==> src/rtl/point_report_sequencer.sv <==
// point_report_sequencer
// On every VGA_VS falling edge, snapshots the finder's NUM_POINTS H/V centroids
// and streams them out as one fixed-length byte packet:
//   HEADER_BYTE, FRAME_SEQ, NUM_POINTS, {H hi, H lo, V hi, V lo} x NUM_POINTS, XOR checksum
// Handshake: a byte moves on a clock edge where o_TX_VALID and i_TX_READY are
// both high; while o_TX_VALID is high and the byte has not been taken, o_TX_DATA
// holds. o_TX_VALID/o_TX_DATA are registers, so neither depends combinationally
// on i_TX_READY.
// A frame end that arrives while a packet is in flight is dropped and counted.
module point_report_sequencer #(
    parameter int         NUM_POINTS  = 8,
    parameter logic [7:0] HEADER_BYTE = 8'hA5
) (
    input  logic                      CLK,
    input  logic                      RESET_N,
    input  logic                      VGA_VS,
    input  logic                      i_ENABLE,
    input  logic [16*NUM_POINTS-1:0]  i_POINTS_H,
    input  logic [16*NUM_POINTS-1:0]  i_POINTS_V,
    input  logic                      i_TX_READY,
    output logic [7:0]                o_TX_DATA,
    output logic                      o_TX_VALID,
    output logic                      o_BUSY,
    output logic [7:0]                o_FRAME_SEQ,
    output logic [7:0]                o_DROP_CNT,
    output logic [2:0]                o_DBG_STATE
);

    localparam logic [7:0] LAST_IDX = 8'(4*NUM_POINTS - 1);
    localparam logic [7:0] CNT_BYTE = 8'(NUM_POINTS);

    typedef enum logic [2:0] {
        S_IDLE    = 3'd0,
        S_CAPTURE = 3'd1,
        S_HDR     = 3'd2,
        S_SEQ     = 3'd3,
        S_CNT     = 3'd4,
        S_PAYLOAD = 3'd5,
        S_CSUM    = 3'd6
    } state_t;

    state_t                    r_state;
    state_t                    w_state_nxt;
    logic                      r_vs;
    logic [16*NUM_POINTS-1:0]  r_sh_h;
    logic [16*NUM_POINTS-1:0]  r_sh_v;
    logic [7:0]                r_idx;
    logic [7:0]                w_idx_nxt;
    logic [7:0]                r_csum;
    logic [7:0]                r_seq;
    logic [7:0]                r_drop;
    logic                      r_tx_valid;
    logic                      w_valid_nxt;
    logic [7:0]                r_tx_data;
    logic [7:0]                w_data_nxt;
    logic                      w_frame_end;
    logic                      w_accept;
    logic [7:0]                w_pay_idx;
    logic [5:0]                w_slot;
    logic [15:0]               w_h_word;
    logic [15:0]               w_v_word;
    logic [7:0]                w_pay_byte;

    assign w_frame_end = r_vs & ~VGA_VS;
    assign w_accept    = r_tx_valid & i_TX_READY;

    // Index of the payload byte to present next: 0 when leaving CNT, else current + 1
    assign w_pay_idx = (r_state == S_PAYLOAD) ? (r_idx + 8'd1) : 8'd0;
    assign w_slot    = w_pay_idx[7:2];

    // Select the shadowed H/V word for the slot being presented next
    always_comb begin
        w_h_word = '0;
        w_v_word = '0;
        for (int k = 0; k < NUM_POINTS; k++) begin
            if (w_slot == 6'(k)) begin
                w_h_word = r_sh_h[16*k +: 16];
                w_v_word = r_sh_v[16*k +: 16];
            end
        end
    end

    // Byte order within a slot: H hi, H lo, V hi, V lo
    always_comb begin
        w_pay_byte = '0;
        case (w_pay_idx[1:0])
            2'd0:    w_pay_byte = w_h_word[15:8];
            2'd1:    w_pay_byte = w_h_word[7:0];
            2'd2:    w_pay_byte = w_v_word[15:8];
            default: w_pay_byte = w_v_word[7:0];
        endcase
    end

    // Next-state logic; also computes the next registered byte and valid flag
    always_comb begin
        w_state_nxt = r_state;
        w_idx_nxt   = r_idx;
        w_valid_nxt = r_tx_valid;
        w_data_nxt  = r_tx_data;
        case (r_state)
            S_IDLE: begin
                if (w_frame_end && i_ENABLE) begin
                    w_state_nxt = S_CAPTURE;
                end
            end
            S_CAPTURE: begin
                w_state_nxt = S_HDR;
                w_idx_nxt   = 8'd0;
                w_valid_nxt = 1'b1;
                w_data_nxt  = HEADER_BYTE;
            end
            S_HDR: begin
                if (w_accept) begin
                    w_state_nxt = S_SEQ;
                    w_data_nxt  = r_seq;
                end
            end
            S_SEQ: begin
                if (w_accept) begin
                    w_state_nxt = S_CNT;
                    w_data_nxt  = CNT_BYTE;
                end
            end
            S_CNT: begin
                if (w_accept) begin
                    w_state_nxt = S_PAYLOAD;
                    w_idx_nxt   = 8'd0;
                    w_data_nxt  = w_pay_byte;
                end
            end
            S_PAYLOAD: begin
                if (w_accept) begin
                    if (r_idx == LAST_IDX) begin
                        // r_csum does not yet include the byte being accepted now
                        w_state_nxt = S_CSUM;
                        w_data_nxt  = r_csum ^ r_tx_data;
                    end else begin
                        w_idx_nxt  = r_idx + 8'd1;
                        w_data_nxt = w_pay_byte;
                    end
                end
            end
            S_CSUM: begin
                if (w_accept) begin
                    w_state_nxt = S_IDLE;
                    w_valid_nxt = 1'b0;
                    w_data_nxt  = 8'd0;
                end
            end
            default: begin
                w_state_nxt = S_IDLE;
                w_valid_nxt = 1'b0;
                w_data_nxt  = 8'd0;
            end
        endcase
    end

    // State, output byte, VS edge detector and index registers
    always_ff @(posedge CLK) begin
        if (!RESET_N) begin
            r_state    <= S_IDLE;
            r_vs       <= 1'b0;
            r_idx      <= 8'd0;
            r_tx_valid <= 1'b0;
            r_tx_data  <= 8'd0;
        end else begin
            r_state    <= w_state_nxt;
            r_vs       <= VGA_VS;
            r_idx      <= w_idx_nxt;
            r_tx_valid <= w_valid_nxt;
            r_tx_data  <= w_data_nxt;
        end
    end

    // Shadow capture of the centroids one cycle after the frame end
    always_ff @(posedge CLK) begin
        if (!RESET_N) begin
            r_sh_h <= '0;
            r_sh_v <= '0;
        end else if (r_state == S_CAPTURE) begin
            r_sh_h <= i_POINTS_H;
            r_sh_v <= i_POINTS_V;
        end
    end

    // Running XOR of every accepted byte after the header
    always_ff @(posedge CLK) begin
        if (!RESET_N) begin
            r_csum <= 8'd0;
        end else if (r_state == S_CAPTURE) begin
            r_csum <= 8'd0;
        end else if (w_accept && (r_state == S_SEQ || r_state == S_CNT || r_state == S_PAYLOAD)) begin
            r_csum <= r_csum ^ r_tx_data;
        end
    end

    // Packet sequence number, advanced when the checksum byte is taken
    always_ff @(posedge CLK) begin
        if (!RESET_N) begin
            r_seq <= 8'd0;
        end else if (r_state == S_CSUM && w_accept) begin
            r_seq <= r_seq + 8'd1;
        end
    end

    // Saturating count of enabled frame ends that hit a busy sequencer
    always_ff @(posedge CLK) begin
        if (!RESET_N) begin
            r_drop <= 8'd0;
        end else if (w_frame_end && i_ENABLE && r_state != S_IDLE && r_drop != 8'hFF) begin
            r_drop <= r_drop + 8'd1;
        end
    end

    assign o_TX_DATA   = r_tx_data;
    assign o_TX_VALID  = r_tx_valid;
    assign o_BUSY      = (r_state != S_IDLE);
    assign o_FRAME_SEQ = r_seq;
    assign o_DROP_CNT  = r_drop;
    assign o_DBG_STATE = r_state;

endmodule

==> config.mk <==
export PLATFORM = sky130hd
export DESIGN_NAME = point_report_sequencer
export DESIGN_NICKNAME = d
export VERILOG_FILES = /design/src/rtl/point_report_sequencer.sv
export SDC_FILE = /design/constraint.sdc
export NUM_CORES = 1
export LEC_CHECK = 0
export BUFFER_PORTS_ARGS = -buffer_cell sky130_fd_sc_hd__buf_2
export CAP_MARGIN = 10
export CORE_UTILIZATION = 45
export DETAILED_ROUTE_END_ITERATION = 7
export PLACE_DENSITY = 0.75
export SKIP_LAST_GASP = 1
export SLEW_MARGIN = 10
export SYNTH_ARGS = -nofsm -noshare
export SYNTH_HDL_FRONTEND = slang
export SYNTH_SLANG_ARGS = --single-unit
==> constraint.sdc <==
create_clock -name CLK -period 5.3 [get_ports CLK]
set_clock_uncertainty 0.15 [all_clocks]
set_input_delay 0 -clock CLK [delete_from_list [all_inputs] [get_ports CLK]]
set_output_delay 0 -clock CLK [all_outputs]
set_load 0.01 [all_outputs]
# Word-level counts from Yosys, hierarchy flattened
# Cells that the tools add are included.
[classes] n_eq_ne=25 reduce_logical=18 bitwise=7 add_sub_neg=3 muxes=38
[ops] operator="16-bit 2-to-1 mux" n=16
[ops] operator="8-bit 2-to-1 mux" n=9
[ops] operator="8-bit case mux with 7 select lines" n=1
[ops] operator="8-bit case mux with 3 select lines" n=2
[ops] operator="8-bit by 1-bit adder with 8-bit output (second input constant)" n=3
[ops] operator="6-bit by 3-bit equality test with 1-bit output (second input constant)" n=4
[ops] operator="3-bit 2-to-1 mux" n=7
[ops] operator="3-bit case mux with 7 select lines" n=1
[ops] operator="2-bit != test (second input constant)" n=7
[ops] operator="6-bit by 2-bit equality test with 1-bit output (second input constant)" n=2
[ops] operator="3-bit equality test (second input constant)" n=3
[ops] operator="8-bit by 5-bit equality test with 1-bit output (second input constant)" n=1
[ops] operator="8-bit != test (second input constant)" n=1
[ops] operator="8-bit bitwise XOR" n=1
[ops] operator="7-bit AND reduction" n=1
[ops] operator="3-bit by 2-bit equality test with 1-bit output (second input constant)" n=2
[ops] operator="6-bit by 1-bit equality test with 1-bit output (second input constant)" n=1
[ops] operator="6-bit logical NOT" n=1
[ops] operator="6-bit AND reduction" n=1
[ops] operator="3-bit nonzero test" n=2
[ops] operator="1-bit logical AND" n=5
[ops] operator="5-bit OR reduction" n=1
[ops] operator="1-bit NOT" n=4
[ops] operator="4-bit AND reduction" n=1
[ops] operator="other kinds (12)" n=14
[totals] in_bits=261 reg_bits=301 output_inout_bits=29

# Depth between registers and ports, before layout
# Gate-level depths: netlist of run 1.
[depth] depth_word=15 depth_mapped=13 mapped_depth_nobuf=9

# Worst setup path before layout of run 1
# OpenSTA, ideal clock, no wires.
[synth_path] kind="flip-flop to flip-flop" from="register r_idx[1]" to="register r_tx_data[2] (netlist: o_TX_DATA[2])" required_ps=5025 synth_period_minus_slack_ps=2606 t_arrival_ps=2331 slack_ps=2694 path_stages_with_launch=11 cell_sequence="dfxtp_1 > ha_1 > buf_6 > and4_4 > nor4b_1 > mux2_4 > o21ai_0 > o21ai_0 > o31a_1 > o221ai_1 > a21oi_1"
[synth_via] elab_chain_len=15 elab_cells_between_ends=35 cone_classes="add/sub (1); eq/ne (10); mux (22); reduce/logical (2)"
[synth_lines] element="start, declared" line="47" rtl="logic [7:0] r_idx;"
[synth_lines] element="start signal, assigned" line="169" rtl="r_idx <= w_idx_nxt;"
[synth_lines] element="8-bit by 1-bit adder with 8-bit output" line="68" rtl="assign w_pay_idx = (r_state == S_PAYLOAD) ? (r_idx + 8'd1) : 8'd0;"
[synth_lines] element="8-bit 2-to-1 mux" line="68"
[synth_lines] element="6-bit logical NOT" line="76" rtl="if (w_slot == 6'(k)) begin"
[synth_lines] element="16-bit 2-to-1 mux (8 in a row)" line="76"
[synth_lines] element="8-bit case mux with 3 select lines" line="86" rtl="case (w_pay_idx[1:0])"
[synth_lines] element="8-bit 2-to-1 mux" line="133" rtl="if (r_idx == LAST_IDX) begin"
[synth_lines] element="8-bit 2-to-1 mux" line="132" rtl="if (w_accept) begin"
[synth_lines] element="8-bit case mux with 7 select lines *" line="100" rtl="case (r_state)"
[synth_lines] element="end signal, assigned" line="171" rtl="r_tx_data <= w_data_nxt;"
[synth_lines] element="end, declared" line="54" rtl="logic [7:0] r_tx_data;"
# Every way passes the cells marked *; elsewhere a longest branch is shown, timed or not. The select of a mux whose other input is x is not followed.
# A chain may end at the register's enable or synchronous reset.

# Worst setup path after layout of run 1
[layout_path] from="register r_idx[0]" to="register r_tx_data[1] (netlist: o_TX_DATA[1])"
# The elaborated chain is that of the path after synthesis.

==> flow_metrics.tcl, run 1 <==
set metrics [dict create \
    synth_compound_area_share_pct 24.53 \
    cts_resized 0 \
    io_pins 290 \
    synthMuxAreaShare_pct 0.8215 \
    grt_pass1_vias 16360 \
    ys_async_sr_fraction_pct 0 \
    antenna_found_initial 5 \
    hold_violations 0 \
    dp_slack_ps 1392 \
    clockRootBuffer "clkbuf_16" \
    synth_top_area_share_pct 43.96 \
    core_um2 29800 \
    start_kind "register" \
    setup_tns_ps 0 \
    nets 2589 \
    tightest_slew_ps 1503 \
    synthXorXnorAreaFrac_pct 2.181 \
    num_rows 63 \
    firstDrtPassIters 6 \
    yosysSeqAreaShare_pct 43.96 \
    synth_top_family_by_area "compound AO/OA/AOI/OAI gates" \
    syn_avg_cell_area_um2 7.599 \
    avgRoutedWirePerCell_um 23.39 \
    period_minus_slack_ps 4183 \
    syn-num-nets 2070 \
    fp.dieArea_um2 31160 \
    yosys-top-cells-area "dfxtp_1, nand2_1, a21oi_1" \
    yosys.area_share.simple_pct 23.44 \
    cp.required_ps 5600 \
    ys_ff_latch 301 \
    globalplace.congestion 1.028 \
    areaGrowthSynthToFinish_pct 42.83 \
    synthAdderAreaFrac_pct 0.4564 \
    worstPathMaxFanout 16 \
    slew_headroom_pct -0.1786 \
    status "finished, violations left" \
    vdd_drop_max_v 0.0003218 \
    cap_viol_max_count 0 \
    slew_viol_final 21 \
    fin_crit_sh_pct 78.93 \
    grt_pass1_wl_um 95220 \
    worst_ep_arrival_time_ps 4480 \
    cp_cell_sequence "ha_1 > xor2_1 > buf_4 > nand2b_1 > buf_4 > nor2_2 > a222oi_1 > a31oi_1 > a211oi_1 > o31ai_1" \
    power_density_nw_per_um2 394.0 \
    vias 16650 \
    slowest_stage "a222oi_1" \
    cts_tree "yes" \
    clock_latency_ps 580 \
    failed_checks "slew limit" \
    path_clk_slew_ps 70 \
    clock_path_buffers 3 \
    setup_viol 0 \
    viasPerCell 6.071 \
    ys.flop_type "dfxtp_1" \
    initial_core_util_pct 46.01 \
    fin_util_pct 65.71 \
    slowest_delay_ps 850 \
    rsz0062_at_grt "false" \
    grt_overflow 0 \
    post_cts_buffers 0 \
    ant_nets 0 \
    die_h_um 176.5 \
    netlist_instances 1804 \
    yosysTopAreaCell "dfxtp_1" \
    grt_max_degree 258 \
    drc 0 \
    synth_edf_count 0 \
    hold_class "in2reg" \
    synth.cell_area_um2 13710 \
    synth_cell_types 93 \
    setup_ws_ps 1117 \
    fmax_mhz 239.1 \
    final_common_cell "nand2_1" \
    dieWidth_um 176.5 \
    worst-setup-path-type "reg2reg" \
    hold_depth 4 \
    wl_um 64160 \
    place.detailed.hpwl_um 38440 \
    drt_iter0_markers 2178 \
    cpMostUsedCell "buf_4" \
    p_leak_nw 7.596 \
    cts_max_level 1 \
    numCtsBuffers 31 \
    cts_sinks 301 \
    hold_buffers 308 \
    port_buffers 289 \
    track_usage_pct 40.27 \
    ff2ff_path_depth 10 \
    endpoint_kind "register" \
    layout-drive-gt1-share_pct 17.42 \
    yosys_warnings 0 \
    finalPower_mw 7.715 \
    layout_common_cells "nand2_1, dlygate4sd3_1, a21oi_1, dfxtp_1, buf_2" \
]
==> worst max-delay path: cells and delay by family, from the launching register on <==
kind / cells / cell delay (ps)
buffers and inverters: 2 / 490
AOI/OAI and AO/OA: 4 / 1560
adders and majority gates: 1 / 700
DFF: 1 / 690
and+or+nand+nor: 2 / 320
xor gates and xnor gates: 1 / 140
==> layout make-up <==
cell class | instances | area, um2
Timing Repair Buffer | 620 | 4740
Multi-Input combinational cell | 1358 | 7064
Fill cell | 2243 | 10220
Clock buffer | 40 | 879.6
Inverter | 11 | 48.80
Antenna cell | 5 | 12.51
Sequential cell | 301 | 6026
Tap cell | 390 | 488.0
Clock inverter | 18 | 321.6
==> cells by family (layout without fill, tap and decap cells) <==
family,after synthesis,in the layout
simple gates,775,775
compound gates,539,539
flops,301,301
buf+inv,145,689
xor+xnor,29,29
mux,10,10
fa+ha+maj,5,5
other cells,0,5
==> path summary, 6_finish.rpt <==
path	slack (ps)	end	from
worst max-delay path	1120	o_TX_DATA[1]	r_idx[0]
worst min-delay path	50	r_sh_v[39]	i_POINTS_V[39]
worst max register to register	1120	o_TX_DATA[1]	r_idx[0]
worst min register to register	310	r_sh_v[26]	r_sh_v[26]
==> registers in the layout, indices dropped and copies added (netlist names) <==
| signal | count |
|---|---|
| r_sh_h | 128 |
| r_sh_v | 128 |
| o_DROP_CNT | 8 |
| o_FRAME_SEQ | 8 |
| o_TX_DATA | 8 |
| r_csum | 8 |
| r_idx | 8 |
| o_DBG_STATE | 3 |
| o_TX_VALID | 1 |
| r_vs | 1 |
==> where the power goes <==
part,switching (mW),total [mW],internal [mW]
Clock,0.984,2.55,1.57
Combinational,1.36,2.16,0.793
Sequential,0.372,3.01,2.63
Total,2.72,7.72,5.00
==> stage by stage <==
| step | hold slack, ps | cell area, um2 | std cells |
|---|---|---|---|
| floorplan | -41.52 | 13710 | 1804 |
| global placement | 61.76 | 15280 | 2372 |
| detailed placement | 66.94 | 15280 | 2372 |
| CTS | 35.15 | 19570 | 2738 |
| global route | 69.78 | 19580 | 2741 |
| finish | 54.43 | 19580 | 2743 |
==> metal layers <==
layer	part of all wire (%)	GRT usage (%)	vias to the layer above	wire length [um]
met4	7.1	25.29	2	4536
li1	-	-	7313	-
met2	45	64.38	1225	29100
met5	0.026	0	-	17
met3	10	10.21	332	6724
met1	37	48.21	7780	23780
==> Yosys cell counts (all sizes together) (7+ instances only) <==
| master | number |
|---|---|
| a211oi | 11 |
| o21ai | 52 |
| a222oi | 7 |
| inv | 11 |
| o21a | 12 |
| or3 | 8 |
| xnor2 | 11 |
| o22ai | 10 |
| nand3b | 7 |
| nand2 | 576 |
| nor3 | 17 |
| and3 | 11 |
| xor2 | 18 |
| o211ai | 10 |
| a21oi | 302 |
| nand3 | 26 |
| dfxtp | 301 |
| clkbuf | 93 |
| o31ai | 7 |
| a221oi | 30 |
| a31oi | 8 |
| o221ai | 12 |
| nor2 | 98 |
| buf | 41 |
| a22oi | 18 |
Power figures use the tool's default switching activity.
==> inputs of run 2 (changes only) <==
PLACE_DENSITY = 0.77   (was 0.75)
clock period = 3.8 ns   (was 5.3 ns; I/O delays follow)
==> run 2 against run 1 <==
  * The flow now finishes without violations
  * Routed wire length shrank 1.8%
  * Maximum frequency grew 23%
  * Core utilization shrank 0.50 points
  * Worst hold slack gained 2.4 ps
  * Sequential power grew 38%
  * Via count shrank 0.95%
  * Critical path depth is the same
  * Cell area shrank 0.75%
  * Sequential cell count is the same
  * Die area is the same
  * Clock power grew 25%
  * Largest cell class unchanged
==> flow_metrics.tcl, run 2 (synthesis results as in run 1) <==
set metrics [dict create \
    status "complete, no violations" \
    worst-setup-path-type "reg2reg" \
    cp.required_ps 4140 \
    crit_start "r_idx[1]" \
    fin_crit_sh_pct 89.62 \
    hold_class "in2reg" \
    tightest_slew_ps 1065 \
    grt_pass1_vias 16250 \
    path_clk_slew_ps 70 \
    numCtsBuffers 31 \
    seqCellArea_um2 6026 \
    avgRoutedWirePerCell_um 22.91 \
    multi_input_area_um2 7064 \
    fp.dieArea_um2 31160 \
    hold_violations 0 \
    endpoint_kind "register" \
    grt_pass1_wl_um 92850 \
    worstPathMaxFanout 12 \
    internal_power_mw 6.522 \
    num_rows 63 \
    drc 0 \
    grt_overflow 0 \
    grt_busiest_layer "met2" \
    setup_viol 0 \
    clock_latency_ps 590 \
    track_usage_pct 39.20 \
    worstPathBufferInverterCount 2 \
    power_density_nw_per_um2 527.3 \
    antenna_found_initial 3 \
    slew_viol_final 0 \
    switching_share_pct 36.35 \
    worst_ep_arrival_time_ps 3750 \
    ant_nets 0 \
    initial_core_util_pct 46.01 \
    met3_usage_pct 7.429 \
    dieWidth_um 176.5 \
    fmax_mhz 293.6 \
    areaGrowthSynthToFinish_pct 41.76 \
    hold_buffers 263 \
    vdd_drop_max_v 0.0003802 \
    final_common_cell "nand2_1" \
    period_minus_slack_ps 3405 \
    rsz0062_at_grt "false" \
    cp_top_family "compound AO/OA/AOI/OAI gates" \
    clkPwrFrac_pct 31.1 \
    cts_tree "yes" \
    clock_path_buffers 3 \
    globalplace.congestion 1.054 \
    cts_resized 0 \
    layout_common_cells "nand2_1, a21oi_1, dfxtp_1, buf_2, dlygate4sd3_1" \
    cp_cell_sequence "ha_1 > buf_4 > and4_4 > nor4b_1 > mux2_4 > o21ai_2 > buf_12 > o221ai_1 > o2111a_1 > o31ai_1" \
    setup_tns_ps 0 \
    wl_um 63000 \
    start_kind "register" \
    p_comb_share_pct 28.6 \
    cts_sinks 301 \
    switching_power_mw 3.725 \
    post_cts_buffers 0 \
    seqPwrFrac_pct 40.4 \
    io_pins 290 \
    finalPower_mw 10.25 \
    clockRootBuffer "clkbuf_16" \
    largestRegisters "r_sh_h x128, r_sh_v x128" \
    core_um2 29800 \
    grt_max_degree 159 \
    port_buffers 289 \
    grt_use_met1_pct 46.47 \
    cap_viol_max_count 0 \
    slew_headroom_pct 29.03 \
    firstDrtPassIters 7 \
    num-fill-cells 2269 \
    nets 2597 \
    slowest_delay_ps 520 \
    grtUsageMet2_pct 66.67 \
    slowest_stage "o21ai_2" \
    p_leak_nw 7.505 \
    place.detailed.hpwl_um 39970 \
    drt_iter0_markers 2215 \
    timing.rr.start "r_idx[1]" \
    viasPerCell 5.997 \
    layout-drive-gt1-share_pct 19.25 \
    vias 16490 \
    die_h_um 176.5 \
    cts_max_level 1 \
    hold_start "i_POINTS_H[31]" \
]
run 2: changes by cell type in the layout (fill, tap and decap cells not counted), sizes merged:
cell,previous run,this run
diode,5,7
buf,312,365
clkinvlp,2,0
bufinv,8,4
dlygate4sd3,308,263
inv,14,12
clkbuf,40,42
clkinv,5,8
run 2: metrics by stage:
stage	area, um2	hold WS (ps)	util, %	cells	setup WS, ps
6_report	19430	56.88	65.22	2750	394.6
5_1_grt	19420	50.92	65.18	2746	225.1
4_1_cts	19410	26.47	65.16	2743	412.5
3_5_place_dp	15740	76.41	52.84	2425	417.9
3_3_place_gp	15740	63.59	52.84	2425	474.9
2_1_floorplan	13710	-41.52	-	1804	1194
run 2: final cells by class:
class	count	share of cell area (%)
multi-input cells	1358	36.35
flip-flops and latches	301	31.01
repair buffers	628	24.44
clock buffers	42	4.359
well taps	390	2.511
clock inverters	13	0.9851
inverters	11	0.2511
diodes	7	0.09014
run 2: final timing paths:
kind | end | slack [ps] | depth (start not counted)
worst min register to register | r_sh_v[38] | 310 | 2
worst max-delay path | o_TX_DATA[3] | 390 | 10
worst min-delay path | r_sh_h[31] | 60 | 4
worst max register to register | o_TX_DATA[3] | 390 | 10
run 2: metal layers:
| layer | routed length, um | part of all wire (%) |
|---|---|---|
| met5 | 0 | 0 |
| met4 | 3928 | 6.2 |
| met3 | 5675 | 9.0 |
| met2 | 29530 | 47 |
| met1 | 23870 | 38 |
run 2: power groups by stage:
stage	Combinational (mW)	Clock [mW]	Sequential (mW)
finish	2.93	3.18	4.14
global route	3.16	3.31	4.15
CTS	2.74	3.16	4.10
detailed placement	2.51	0	4.17
global placement	2.46	0	4.16
floorplan	1.80	0	3.94
run 2: tightest hold or removal path, cell delays in order:
cell and delay, ps:
dlygate4sd3_1 520, buf_2 120, nand2_1 50, a21oi_1 50
